==> src/rtl/motion_sensor_array.sv <==
// N-channel car-park motion sensor: 2-flop sync, debounce, arrive/depart pulses, occupancy count.
// motion_out follows a stable input DEBOUNCE_CYCLES+2 edges later; no backpressure. Define STUCK_DETECT_EN for stuck timers.
module motion_sensor_array #(
  parameter int NUM_CH          = 4,
  parameter int DEBOUNCE_CYCLES = 4,
  parameter int STUCK_CYCLES    = 1000
) (
  input  logic                        clk,
  input  logic                        rst,
  input  logic [NUM_CH-1:0]           car_detected,
  input  logic [NUM_CH-1:0]           ch_enable,
  output logic [NUM_CH-1:0]           motion_out,
  output logic [NUM_CH-1:0]           arrive_pulse,
  output logic [NUM_CH-1:0]           depart_pulse,
  output logic [$clog2(NUM_CH+1)-1:0] occupied_count,
  output logic                        any_motion,
  output logic [NUM_CH-1:0]           stuck_flag
);

  localparam int CW = (DEBOUNCE_CYCLES > 1) ? $clog2(DEBOUNCE_CYCLES) : 1;
  localparam int OW = $clog2(NUM_CH + 1);
  localparam logic [CW-1:0] CNT_LAST = CW'(DEBOUNCE_CYCLES - 1);

  logic [NUM_CH-1:0] sync1;
  logic [NUM_CH-1:0] sync2;
  logic [CW-1:0]     deb_cnt [NUM_CH];
  logic [NUM_CH-1:0] flip;
  logic [OW-1:0]     pop;

  always_ff @(posedge clk) begin
    if (rst) begin
      sync1 <= '0;
      sync2 <= '0;
    end else begin
      sync1 <= car_detected;
      sync2 <= sync1;
    end
  end

  // A channel flips on the edge where its counter has already seen DEBOUNCE_CYCLES-1 differing samples.
  always_comb begin
    flip = '0;
    for (int i = 0; i < NUM_CH; i++) begin
      flip[i] = ch_enable[i] && (sync2[i] != motion_out[i]) && (deb_cnt[i] == CNT_LAST);
    end
  end

  always_ff @(posedge clk) begin
    if (rst) begin
      motion_out   <= '0;
      arrive_pulse <= '0;
      depart_pulse <= '0;
      for (int i = 0; i < NUM_CH; i++) begin
        deb_cnt[i] <= '0;
      end
    end else begin
      arrive_pulse <= '0;
      depart_pulse <= '0;
      for (int i = 0; i < NUM_CH; i++) begin
        if (!ch_enable[i]) begin
          // Masking drops the level silently: no depart event for a disabled channel.
          motion_out[i] <= 1'b0;
          deb_cnt[i]    <= '0;
        end else if (sync2[i] == motion_out[i]) begin
          deb_cnt[i] <= '0;
        end else if (flip[i]) begin
          motion_out[i]   <= sync2[i];
          deb_cnt[i]      <= '0;
          arrive_pulse[i] <= sync2[i];
          depart_pulse[i] <= ~sync2[i];
        end else begin
          deb_cnt[i] <= deb_cnt[i] + CW'(1);
        end
      end
    end
  end

  always_comb begin
    pop = '0;
    for (int i = 0; i < NUM_CH; i++) begin
      pop = pop + OW'(motion_out[i]);
    end
  end

  always_ff @(posedge clk) begin
    if (rst) begin
      occupied_count <= '0;
      any_motion     <= 1'b0;
    end else begin
      occupied_count <= pop;
      any_motion     <= |motion_out;
    end
  end

`ifdef STUCK_DETECT_EN
  localparam int TW = $clog2(STUCK_CYCLES + 1);
  localparam logic [TW-1:0] TMR_MAX = TW'(STUCK_CYCLES);
  localparam logic [TW-1:0] TMR_PRE = TW'(STUCK_CYCLES - 1);

  logic [TW-1:0] stuck_tmr [NUM_CH];

  // Timer counts edges with motion_out high; the flag lands on the edge the timer reaches STUCK_CYCLES.
  always_ff @(posedge clk) begin
    if (rst) begin
      stuck_flag <= '0;
      for (int i = 0; i < NUM_CH; i++) begin
        stuck_tmr[i] <= '0;
      end
    end else begin
      for (int i = 0; i < NUM_CH; i++) begin
        if (!ch_enable[i] || !motion_out[i] || (flip[i] && !sync2[i])) begin
          stuck_tmr[i]  <= '0;
          stuck_flag[i] <= 1'b0;
        end else begin
          if (stuck_tmr[i] != TMR_MAX) begin
            stuck_tmr[i] <= stuck_tmr[i] + TW'(1);
          end
          if (stuck_tmr[i] >= TMR_PRE) begin
            stuck_flag[i] <= 1'b1;
          end
        end
      end
    end
  end
`else
  logic [31:0] unused_stuck_cycles;
  assign unused_stuck_cycles = 32'(STUCK_CYCLES);
  assign stuck_flag          = '0;
`endif

endmodule

==> config.mk <==
export PLATFORM = sky130hd
export DESIGN_NAME = motion_sensor_array
export DESIGN_NICKNAME = d
export VERILOG_FILES = /design/src/rtl/motion_sensor_array.sv
export SDC_FILE = /design/constraint.sdc
export NUM_CORES = 1
export LEC_CHECK = 0
export BUFFER_PORTS_ARGS = -buffer_cell sky130_fd_sc_hd__buf_2
export CELL_PAD_IN_SITES_DETAIL_PLACEMENT = 1
export CELL_PAD_IN_SITES_GLOBAL_PLACEMENT = 1
export CORE_MARGIN = 2
export CORE_UTILIZATION = 37
export CTS_CLUSTER_DIAMETER = 50
export DETAILED_ROUTE_END_ITERATION = 7
export PLACE_DENSITY_LB_ADDON = 0.05
export SYNTH_ARGS = -nofsm -noshare
export SYNTH_HDL_FRONTEND = slang
export SYNTH_SLANG_ARGS = --single-unit
==> constraint.sdc <==
create_clock -name clk -period 1.5 [get_ports clk]
set_input_delay 0.075 -clock clk [delete_from_list [all_inputs] [get_ports clk]]
set_output_delay 0.075 -clock clk [all_outputs]
set_load 0.01 [all_outputs]
==> metrics.md, run 1 <==
| Metric | Value |
|---|---|
| Share of cells above drive strength 1 | 34.9% |
| Layout Utilization | 50.2% |
| Routed WL | 2470 microns |
| Number of CTS-inserted buffers | 5 |
| Post-DP HPWL | 1810 microns |
| Syn avg cell area | between 10 and 15 sq um |
| Synth Area in Compound Gates | 0.392% |
| Core area | around 0.0033 sq mm |
| Initial antenna violation count | 0 |
| Leak | between 0.7 and 0.8 nW |
| Clk slew on worst S/H paths | 0.10 ns |
| Critical setup path kind | reg -> reg |
| H-tree Lvls | 2 |
| Grt ovf | 0 |
| Clock power frac | 39.1% |
| Die width | 62.7 microns |
| Mux share of post-synthesis cell area | 3.14% |
| Number of synthesized flops with an enable pin | 8 |
| Simple-gate share of the synthesized area | 23.1% |
| Crit path max fanout | 2 |
| I/O pin cnt | 30 |
| Tmin final | 1.59 ns |
| Cell at the root of the clock tree | clkbuf_4 |
| Yosys warning count | 0 |
| Final setup violation count | 2 |
| Failing checks | setup timing |
| Fillers | 380 |
| Die Ht | ~63 microns |
| Post-Syn Area | 0.00128 sq mm |
| WL per Instance | 12.5 microns |
| Initial DRC Count | 24 |
| Max Fclk | 0.627 GHz |
| DRC viols | 0 |
| Max-slew violation count | 0 |
| Synth Area in XOR/XNOR | 2.75% |
| Fin crit share | 106% |
| Flop pwr share | a little under three fifths |
| Max IR drop VDD | 0.477 mV |
| Post-synthesis adder-cell area fraction | 8.43% |
| Fin worst setup slack | -0.0948 ns |
| Post-synthesis sequential area ratio | 56.5% |
| Vias per std cell | 4.33 |
| Top FF cell, synth | dfxtp_1 |
| Area Overhead vs Synth | 31.3% |
| Max-cap violations | 0 |
| # diodes | 0 |
| Outcome | complete, but fails checks |
| RSZ-0062 raised after global routing | true |
| Global-route wire length before repair | 4310 microns |
| RePlAce Congestion | 0.693 |
| Pwr/cell area | 984 mW/mm^2 |
| Hold Vio Cnt, Final | 0 |
| Die area | 0.00394 sq mm |
| Vias | roughly 860 |
| Worst-Skew Late Latency | 0.33 ns |
| DRT antenna net count | 0 |
| Max clock buf depth | 2 |
| TritonCTS clock tree | yes |
| Row cnt | 21 |
| Cells after synthesis | approximately 100 |
| Internal power | 1.30 mW |
| Total Nets Final | about 170 |
| Combinational power share | 5.7% |
| Post-synthesis register bit count | 32 |
| GRT Total Usage | 14.6% |
| Critical Path End Type | flip-flop |
| Setup tns final | -0.131 ns |
| Vias in the first global route | 932 |
| Tightest Hold Check Type | in -> reg |
| Switching share of power | 21.3% |
| CTS sink cnt | 32 |
| Worst setup SP type | flip-flop |
| 1st-pass router iterations | 4 |
| Worst Path Required | 1.72 ns |
| Initial core utilization | 38.2% |
| Distinct cells, synth | 21 |
| Worst clock skew | 0.00810 ns |
| Largest net degree at the start of global routing | 21 |
| Largest family of logic cells by synthesized area | simple AND/OR/NAND/NOR gates |
| FFs w/ async S/R, synth | 0% |
| Buffers on Ports | 25 |
| Sw power | 0.352 mW |
| Crit path DAT | 1.81 ns |
through the flow:
stage | hold WS, ns | setup slack [ns] | cells | area [sq um] | power (mW)
after floorplan | 0.203 | -0.0884 | 112 | 1330 | 0.992
after global placement | 0.289 | -0.0828 | 183 | 1510 | 1.01
after detailed placement | 0.294 | -0.125 | 183 | 1510 | 1.01
after CTS | 0.00627 | -0.0880 | 195 | 1640 | 1.66
after global routing | 0.0269 | -0.131 | 198 | 1680 | 1.74
final | 0.0398 | -0.0948 | 198 | 1680 | 1.65
cell type report:
cell class | count | area [sq um] | share of cell area, %
tap | 46 | 57.6 | 3.44
multi-input combinational | 69 | 551 | 32.9
timing repair buffer | 38 | 238 | 14.2
inverter | 5 | 23.8 | 1.42
clock inverter | 2 | 35.0 | 2.09
sequential | 32 | 729 | 43.5
clock buffer | 6 | 41.3 | 2.46
state kept, by name (all words and copies together) (netlist names):
name / flops
any_motion: 1
depart_pulse: 4
arrive_pulse: 4
motion_out: 4
occupied_count: 3
sync1: 4
sync2: 4
deb_cnt: 8
final timing paths:
check,startpoint,slack (ns),end,cells after the start
worst max-delay path,motion_out[0],-0.09,occupied_count[1],6
worst min-delay path,ch_enable[0],0.04,depart_pulse[0],3
worst max register to register,motion_out[0],-0.09,occupied_count[1],6
worst min register to register,sync1[0],0.44,sync2[0],1
cell usage in the layout, fill, tap and decap left out:
cell	n
ha_1	5
ha_4	1
bufinv_16	1
nand2b_4	2
conb_1	12
nor3b_1	5
xnor2_1	4
a21oi_1	1
nor3_1	3
nor2b_4	1
nor2_1	5
dlygate4sd3_1	6
buf_4	7
nor2b_1	10
buf_2	25
clkbuf_4	5
dfxtp_1	21
dfxtp_4	2
clkbuf_1	1
clkinv_2	1
mux2i_1	4
ha_2	1
dfxtp_2	1
nand3b_1	4
fa_1	1
nand2b_1	2
edfxtp_1	8
inv_1	3
inv_4	2
nor4_1	4
nor4b_2	4
per-layer routing:
layer / GRT usage (%) / vias to the layer above / part of all wire [%]
li1: - / 431 / -
met1: 17.4 / 397 / 45
met2: 22.7 / 25 / 49
met3: 6.85 / 4 / 5.6
met4: 5.83 / 0 / 1.2
met5: 0 / - / 0
power groups by stage:
stage | registers [mW] | clock network (mW) | logic, mW
3_5_place_dp | 0.930 | 0 | 0.0808
4_1_cts | 0.910 | 0.664 | 0.0885
5_1_grt | 0.914 | 0.718 | 0.105
2_1_floorplan | 0.927 | 0 | 0.0643
3_3_place_gp | 0.929 | 0 | 0.0762
6_report | 0.910 | 0.645 | 0.0935
Yosys cell counts (all sizes together), types with 5 or more instances:
library cell / number / area share, %
dfxtp: 24 / 38
nor2b: 11 / 5.4
edfxtp: 8 / 19
ha: 7 / 6.9
buf: 6 / 3.6
inv: 5 / 1.5
nor2: 5 / 1.5
nor3b: 5 / 2.9
critical path, stage by stage, from the launching register on:
cell and delay [ns]:
dfxtp_4 0.37, inv_4 0.04, fa_1 0.54, inv_1 0.05
ha_2 0.17, ha_4 0.21, nor2b_4 0.11
what timing repair did:
item,4_1_cts,5_1_grt
hold buffers,4,2
setup buffers,0,1
pin swaps,1,1
endpoints found under the hold margin,4,2
resized for setup,3,2
setup endpoints to repair,2,3
gates cloned,0,0
cell families (layout without fill, tap and decap cells):
family / count (synthesis) / after routing
compound gates: 1 / 1
xor+xnor: 4 / 4
fa+ha+maj: 8 / 8
buf+inv: 11 / 51
flops: 32 / 32
mux: 4 / 4
other cells: 2 / 12
simple gates: 40 / 40
Power figures use the tool's default switching activity.
==> run 2: changes to the inputs <==
GPL_TIMING_DRIVEN = 0   (was unset)
==> run 2 against run 1 <==
The flow still finishes with violations (setup timing). Sequential cell count unchanged. Largest power group unchanged. First-iteration DRC count down 4.2%. Critical endpoint unchanged. Setup slack better by 0.022 ns. Global-route usage down 0.66 points. Wire length down 5.5%. Combinational power up 10%. Largest cell class unchanged. Register-to-register slack better by 0.02 ns. Utilization up 0.26 points. Sequential power about the same. Cell area up 0.52%. Die area unchanged.
==> metrics.md, run 2 (synthesized netlist as in run 1, its figures left out) <==
| Metric | Value |
|---|---|
| Outcome | complete, but fails checks |
| Failing checks | setup timing |
| RePlAce Congestion | 0.690 (-0.42%) |
| Worst Path Required | 1.77 ns (+0.05 ns) |
| Max-slew violation count | 0 (unchanged) |
| Worst-Skew Late Latency | 0.32 ns (about the same) |
| Hold Vio Cnt, Final | 0 (unchanged) |
| Share of cells above drive strength 1 | 38.1% (+3.2 points) |
| Tmin final | 1.57 ns (-0.0218 ns) |
| Grt ovf | 0 (unchanged) |
| Fin worst setup slack | -0.0731 ns (+0.0218 ns) |
| TritonCTS clock tree | yes |
| Worst clock skew | 0.00584 ns (-0.00226 ns) |
| Register Area | 732 sq um (+0.34%) |
| Max clock buf depth | 2 (unchanged) |
| RSZ-0062 raised after global routing | true |
| Die Ht | 62.7 microns (unchanged) |
| CTS sink cnt | 32 (unchanged) |
| Die width | 62.7 microns (unchanged) |
| Most common cell after layout, fill and taps aside | buf_2 |
| Fin Hold WS | 0.0260 ns (-0.0139 ns) |
| Initial DRC Count | 23 (-4.2%) |
| Worst Hold Path EP | motion_out[3] |
| Area of the multi-input gates | 551 sq um (unchanged) |
| Crit path max fanout | 3 (+1) |
| Pwr/cell area | 899 mW/mm^2 (-8.6%) |
| Total Nets Final | 172 (+1.8%) |
| Fin cells | 201 (+1.5%) |
| Hold_sp | ch_enable[3] |
| Routed WL | 2340 microns (-5.5%) |
| Cell at the root of the clock tree | clkbuf_4 |
| Vias | 869 (+1.4%) |
| H-tree Lvls | 2 (unchanged) |
| Critical setup path kind | reg -> reg |
| Die area | 0.00394 sq mm (unchanged) |
| Max-cap violations | 0 (unchanged) |
| Row cnt | 21 (unchanged) |
| Dpl cell area | 0.00151 sq mm (about the same) |
| Tightest Hold Check Type | in -> reg |
| FF-to-FF End | occupied_count[1] |
| GRT Total Usage | 13.9% (-0.66 points) |
| 1st-pass router iterations | 3 (-1) |
| Crit Reg-Reg Startpoint | motion_out[0] |
| Number of CTS-inserted buffers | 5 (unchanged) |
| Area Overhead vs Synth | 32.0% |
| I/O pin cnt | 30 (unchanged) |
| Max IR drop VDD | 0.466 mV (-2.2%) |
| # diodes | 0 (unchanged) |
| Final setup violation count | 2 (unchanged) |
| Max Fclk | 0.636 GHz (+1.4%) |
| Fin crit share | 105% (-1.5 points) |
| Core area | 0.00334 sq mm (unchanged) |
| Leak | 0.721 nW (+2.2%) |
| Critical Path End Type | flip-flop |
| Most frequent cells in the layout | buf_2, dfxtp_1, conb_1, nor2b_1, buf_4 |
| DRT antenna net count | 0 (unchanged) |
| Crit path DAT | 1.84 ns (+0.03 ns) |
| Largest net degree at the start of global routing | 11 (-48%) |
| Fillers | 389 (+2.4%) |
| Vias per std cell | 4.32 (-0.11%) |
| Initial antenna violation count | 0 (unchanged) |
| DRC viols | 0 (unchanged) |
| Worst setup SP type | flip-flop |
| Clk slew on worst S/H paths | 0.10 ns (about the same) |
| Hold depth | 3 (unchanged) |
| Cells after DPL | 183 (unchanged) |
| Pre-CTS WS | -0.131 ns (-0.00606 ns) |
| Max reg flops | 8 (unchanged) |
| Worst R2R Setup Slack | -0.07 ns (+0.02 ns) |
| Global-route wire length before repair | 4130 microns (-4.0%) |
| Final Cell Area | 0.00168 sq mm (+0.52%) |
| Worst reg2reg path depth | 6 (unchanged) |
| Buffers on Ports | 25 (unchanged) |
| Vias in the first global route | 920 (-1.3%) |
| WL per Instance | 11.6 microns (-6.9%) |
| Most flops, register | deb_cnt |
| Post-DP HPWL | 1690 microns (-6.6%) |
| Setup tns final | -0.108 ns (+0.0232 ns) |
| Initial core utilization | 38.2% (unchanged) |
-- run 2: cell types whose count changed in the layout (fill, tap and decap cells not counted) --
cell,before,now
buf_2,25,26
buf_4,7,9
buf_6,0,1
bufinv_16,1,0
clkbuf_1,1,0
clkbuf_8,0,1
clkinv_2,1,2
dfxtp_2,1,0
dfxtp_4,2,3
dlygate4sd3_1,6,5
inv_1,3,2
inv_2,0,1
-- run 2: stage by stage --
| step | power (mW) | utilization, % |
|---|---|---|
| after floorplan | 0.992 | - |
| after detailed placement | 1.02 | 45.3 |
| after global routing | 1.62 | 50.5 |
| after CTS | 1.54 | 49.7 |
| final | 1.51 | 50.5 |
| after global placement | 1.02 | 45.3 |
-- run 2: where the power goes --
| part | switching (mW) | internal [mW] |
|---|---|---|
| logic | 0.0472 | 0.0559 |
| clock network | 0.279 | 0.223 |
| registers | 0.0111 | 0.897 |
| total | 0.338 | 1.18 |
-- run 2: worst max path at each step --
stage	start	slack, ns	to
floorplan	motion_out[0]	-0.09	occupied_count[1]
detailed placement	motion_out[1]	-0.13	occupied_count[1]
CTS	motion_out[3]	-0.08	occupied_count[1]
global route	motion_out[0]	-0.11	occupied_count[1]
finish	motion_out[0]	-0.07	occupied_count[1]
global placement	motion_out[1]	-0.14	occupied_count[1]
-- run 2: metal layers --
layer	up-vias	GRT usage, %	share of wire, %
met5	-	0	0
met4	0	5.83	0.90
met3	2	5.41	4.7
met2	22	23.0	49
met1	409	16.2	45
li1	436	-	-
-- run 2: final cells by class --
class	instances	area share, %
Tap cell	46	3.42
Sequential cell	32	43.5
Buffer	6	2.75
Clock inverter	2	0.594
Clock buffer	6	3.05
Timing Repair Buffer	35	12.6
Multi-Input combinational cell	69	32.7
Inverter	5	1.41
-- run 2: worst max-delay path, stage by stage (launching register included) --
cell	delay [ns]
dfxtp_4	0.37
inv_4	0.04
fa_1	0.53
inv_1	0.05
ha_2	0.18
ha_4	0.25
nor2b_4	0.11
-- run 2: repair_timing --
action | in CTS | in global routing
endpoints found under the hold margin | 4 | 1
pin swaps | 1 | 1
hold buffers | 4 | 1
setup endpoints to repair | 2 | 3
gates resized for setup | 5 | 2
buffers inserted | 4 | 1
==> run 3: changes to the inputs <==
BUFFER_PORTS_ARGS = unset   (was -buffer_cell sky130_fd_sc_hd__buf_2)
CORE_UTILIZATION = 43   (was 37)
DONT_BUFFER_PORTS = 1   (was unset)
==> run 3 against run 2 <==
The run still ends with setup timing left. Clock-buffer cell count rose by 2. Utilization rose by 5.8 points. Die area fell by 13%. Sequential share of layout area rose by 3.3 points. Setup slack got worse by 0.050 ns. Clock skew rose by 0.0023 ns. Sequential cell count did not move.
==> metrics.md, run 3 (synthesized netlist as in run 1, its figures left out) <==
| Metric | Value |
|---|---|
| Max-slew violation count | 0 (unchanged) |
| Tmin final | 1.62 ns (+0.0497 ns) |
| Area Overhead vs Synth | 22.6% |
| Vias per std cell | 4.61 (+6.7%) |
| Most flops, register | deb_cnt |
| DRT antenna net count | 0 (unchanged) |
| Largest net degree at the start of global routing | 11 (unchanged) |
| CP Buf/Inv Count | 2 (unchanged) |
| H-tree Lvls | 2 (unchanged) |
| # diodes | 0 (unchanged) |
| DRC viols | 0 (unchanged) |
| Final Cell Area | 0.00157 sq mm (-7.1%) |
| Worst-Skew Late Latency | 0.32 ns (about the same) |
| I/O pin cnt | 30 (unchanged) |
| Core area | 0.00278 sq mm (-17%) |
| Initial DRC Count | 21 (-8.7%) |
| TritonCTS clock tree | yes |
| Most frequent cells in the layout | dfxtp_1, conb_1, nor2b_1, dlygate4sd3_1, edfxtp_1 |
| WL per Instance | 12.9 microns (+11%) |
| Clk slew on worst S/H paths | 0.10 ns (about the same) |
| Fin crit share | 108% (+3.3 points) |
| Tot Pwr | 1.46 mW (-3.4%) |
| Max-cap violations | 0 (unchanged) |
| RSZ-0062 raised after global routing | true |
| Critical path, cell by cell | inv_4 > fa_1 > inv_2 > ha_4 > ha_4 > nor2b_4 |
| Max clock buf depth | 2 (unchanged) |
| Fin cells | 163 (-19%) |
| Routed WL | 2110 microns (-9.8%) |
| Row cnt | 19 (-9.5%) |
| Crit path DAT | 1.88 ns (+0.04 ns) |
| Initial core utilization | 45.9% (+7.6 points) |
| Cell at the root of the clock tree | clkbuf_4 |
| Buffers on Ports | 0 (-100%) |
| Critical Path End Type | flip-flop |
| Crit path max-delay family | adder cells |
| CP dominant cell by count | ha_4 |
| 1st-pass router iterations | 3 (unchanged) |
| Fillers | 299 (-23%) |
| Worst Path Required | 1.76 ns (about the same) |
| Hold Vio Cnt, Final | 0 (unchanged) |
| Max IR drop VDD | 0.661 mV (+42%) |
| Grt ovf | 0 (unchanged) |
| GRT Total Usage | 15.1% (+1.2 points) |
| Vias | 752 (-13%) |
| Leak | 0.588 nW (-18%) |
| Most common cell after layout, fill and taps aside | dfxtp_1 |
| Vias in the first global route | 815 (-11%) |
| Crit path max fanout | 5 (+2) |
| Share of cells above drive strength 1 | 22.0% (-16 points) |
| Pre-CTS WS | -0.164 ns (-0.0324 ns) |
| Worst setup SP type | flip-flop |
| Critical setup path kind | reg -> reg |
| CTS sink cnt | 32 (unchanged) |
| Cells after DPL | 143 (-22%) |
| Max Fclk | 0.616 GHz (-3.1%) |
| Worst clock skew | 0.00816 ns (+0.00232 ns) |
| Global-route wire length before repair | 3800 microns (-8.2%) |
| Max reg flops | 8 (unchanged) |
| Die Ht | 58.5 microns (-6.8%) |
| Number of CTS-inserted buffers | 5 (unchanged) |
| Critical-path top delay cell | fa_1 |
| Dpl cell area | 0.00137 sq mm (-9.5%) |
| Total Nets Final | 149 (-13%) |
| Fin worst setup slack | -0.123 ns (-0.0497 ns) |
| Post-DP HPWL | 1470 microns (-13%) |
| Outcome | complete, but fails checks |
| RePlAce Congestion | 0.805 (+17%) |
| Pwr/cell area | 934 mW/mm^2 (+3.9%) |
| Failing checks | setup timing |
| Die area | 0.00342 sq mm (-13%) |
| Die width | 58.5 microns (-6.8%) |
| Initial antenna violation count | 0 (unchanged) |
| Tightest Hold Check Type | in -> reg |
| Largest stage delay, worst path | 0.54 ns (about the same) |
| Fin Hold WS | 0.422 ns (+0.396 ns) |
| Final setup violation count | 2 (unchanged) |
run 3: cell count changes in the layout (fill, tap and decap cells not counted):
cell and delta:
inv_2 +1, dlygate4sd3_1 +5, clkbuf_1 +3, clkbuf_8 -1, ha_4 +1, buf_4 -3
inv_1 -1, clkinv_2 -2, ha_2 -1, buf_2 -25
run 3: stage by stage:
step                      utilization (%)  TNS (ns)
final                                56.3    -0.190
after global routing                 56.3    -0.354
after CTS                            56.0    -0.210
after detailed placement             49.2    -0.245
after global placement               49.2    -0.230
after floorplan                         -   -0.0884
run 3: worst register-to-register path: cells and delay by family (launching register included):
family | cells | cell delay [ns]
adders and majority gates | 3 | 0.94
buffers and inverters | 2 | 0.10
DFF | 1 | 0.41
and+or+nand+nor | 1 | 0.12
run 3: metal layers:
layer	vias up	global-route usage [%]	wire [microns]
met2	21	24.1	1010
met3	0	6.81	114
li1	390	-	-
met4	0	3.99	0
met5	-	0	0
met1	341	18.6	989
run 3: path summary, 6_finish.rpt:
path,slack [ns],to,depth (start not counted),startpoint
worst max-delay path,-0.12,occupied_count[1],6,motion_out[0]
worst min-delay path,0.42,sync1[1],2,car_detected[1]
worst max register to register,-0.12,occupied_count[1],6,motion_out[0]
worst min register to register,0.45,sync2[1],1,sync1[1]
run 3: repair_timing:
item,4_1_cts,5_1_grt
setup buffers,2,0
setup endpoints to repair,3,3
pin swaps,1,1
hold buffers,10,0
resized for setup,6,2
hold endpoints to repair,18,0
run 3: where the power goes:
group,total (mW),leakage [nW],internal [mW],switching (mW)
sequential,0.909,0.280,0.897,0.0113
clock,0.454,0.0265,0.187,0.267
combinational,0.0996,0.282,0.0553,0.0443
total,1.46,0.588,1.14,0.323
run 3: area by class of cell:
class | count | area (sq um) | area share, %
flip-flops and latches | 32 | 732 | 46.8
multi-input cells | 69 | 561 | 35.8
repair buffers | 12 | 115 | 7.35
clock buffers | 8 | 48.8 | 3.12
plain buffers | 6 | 46.3 | 2.96
well taps | 31 | 38.8 | 2.48
inverters | 5 | 23.8 | 1.52
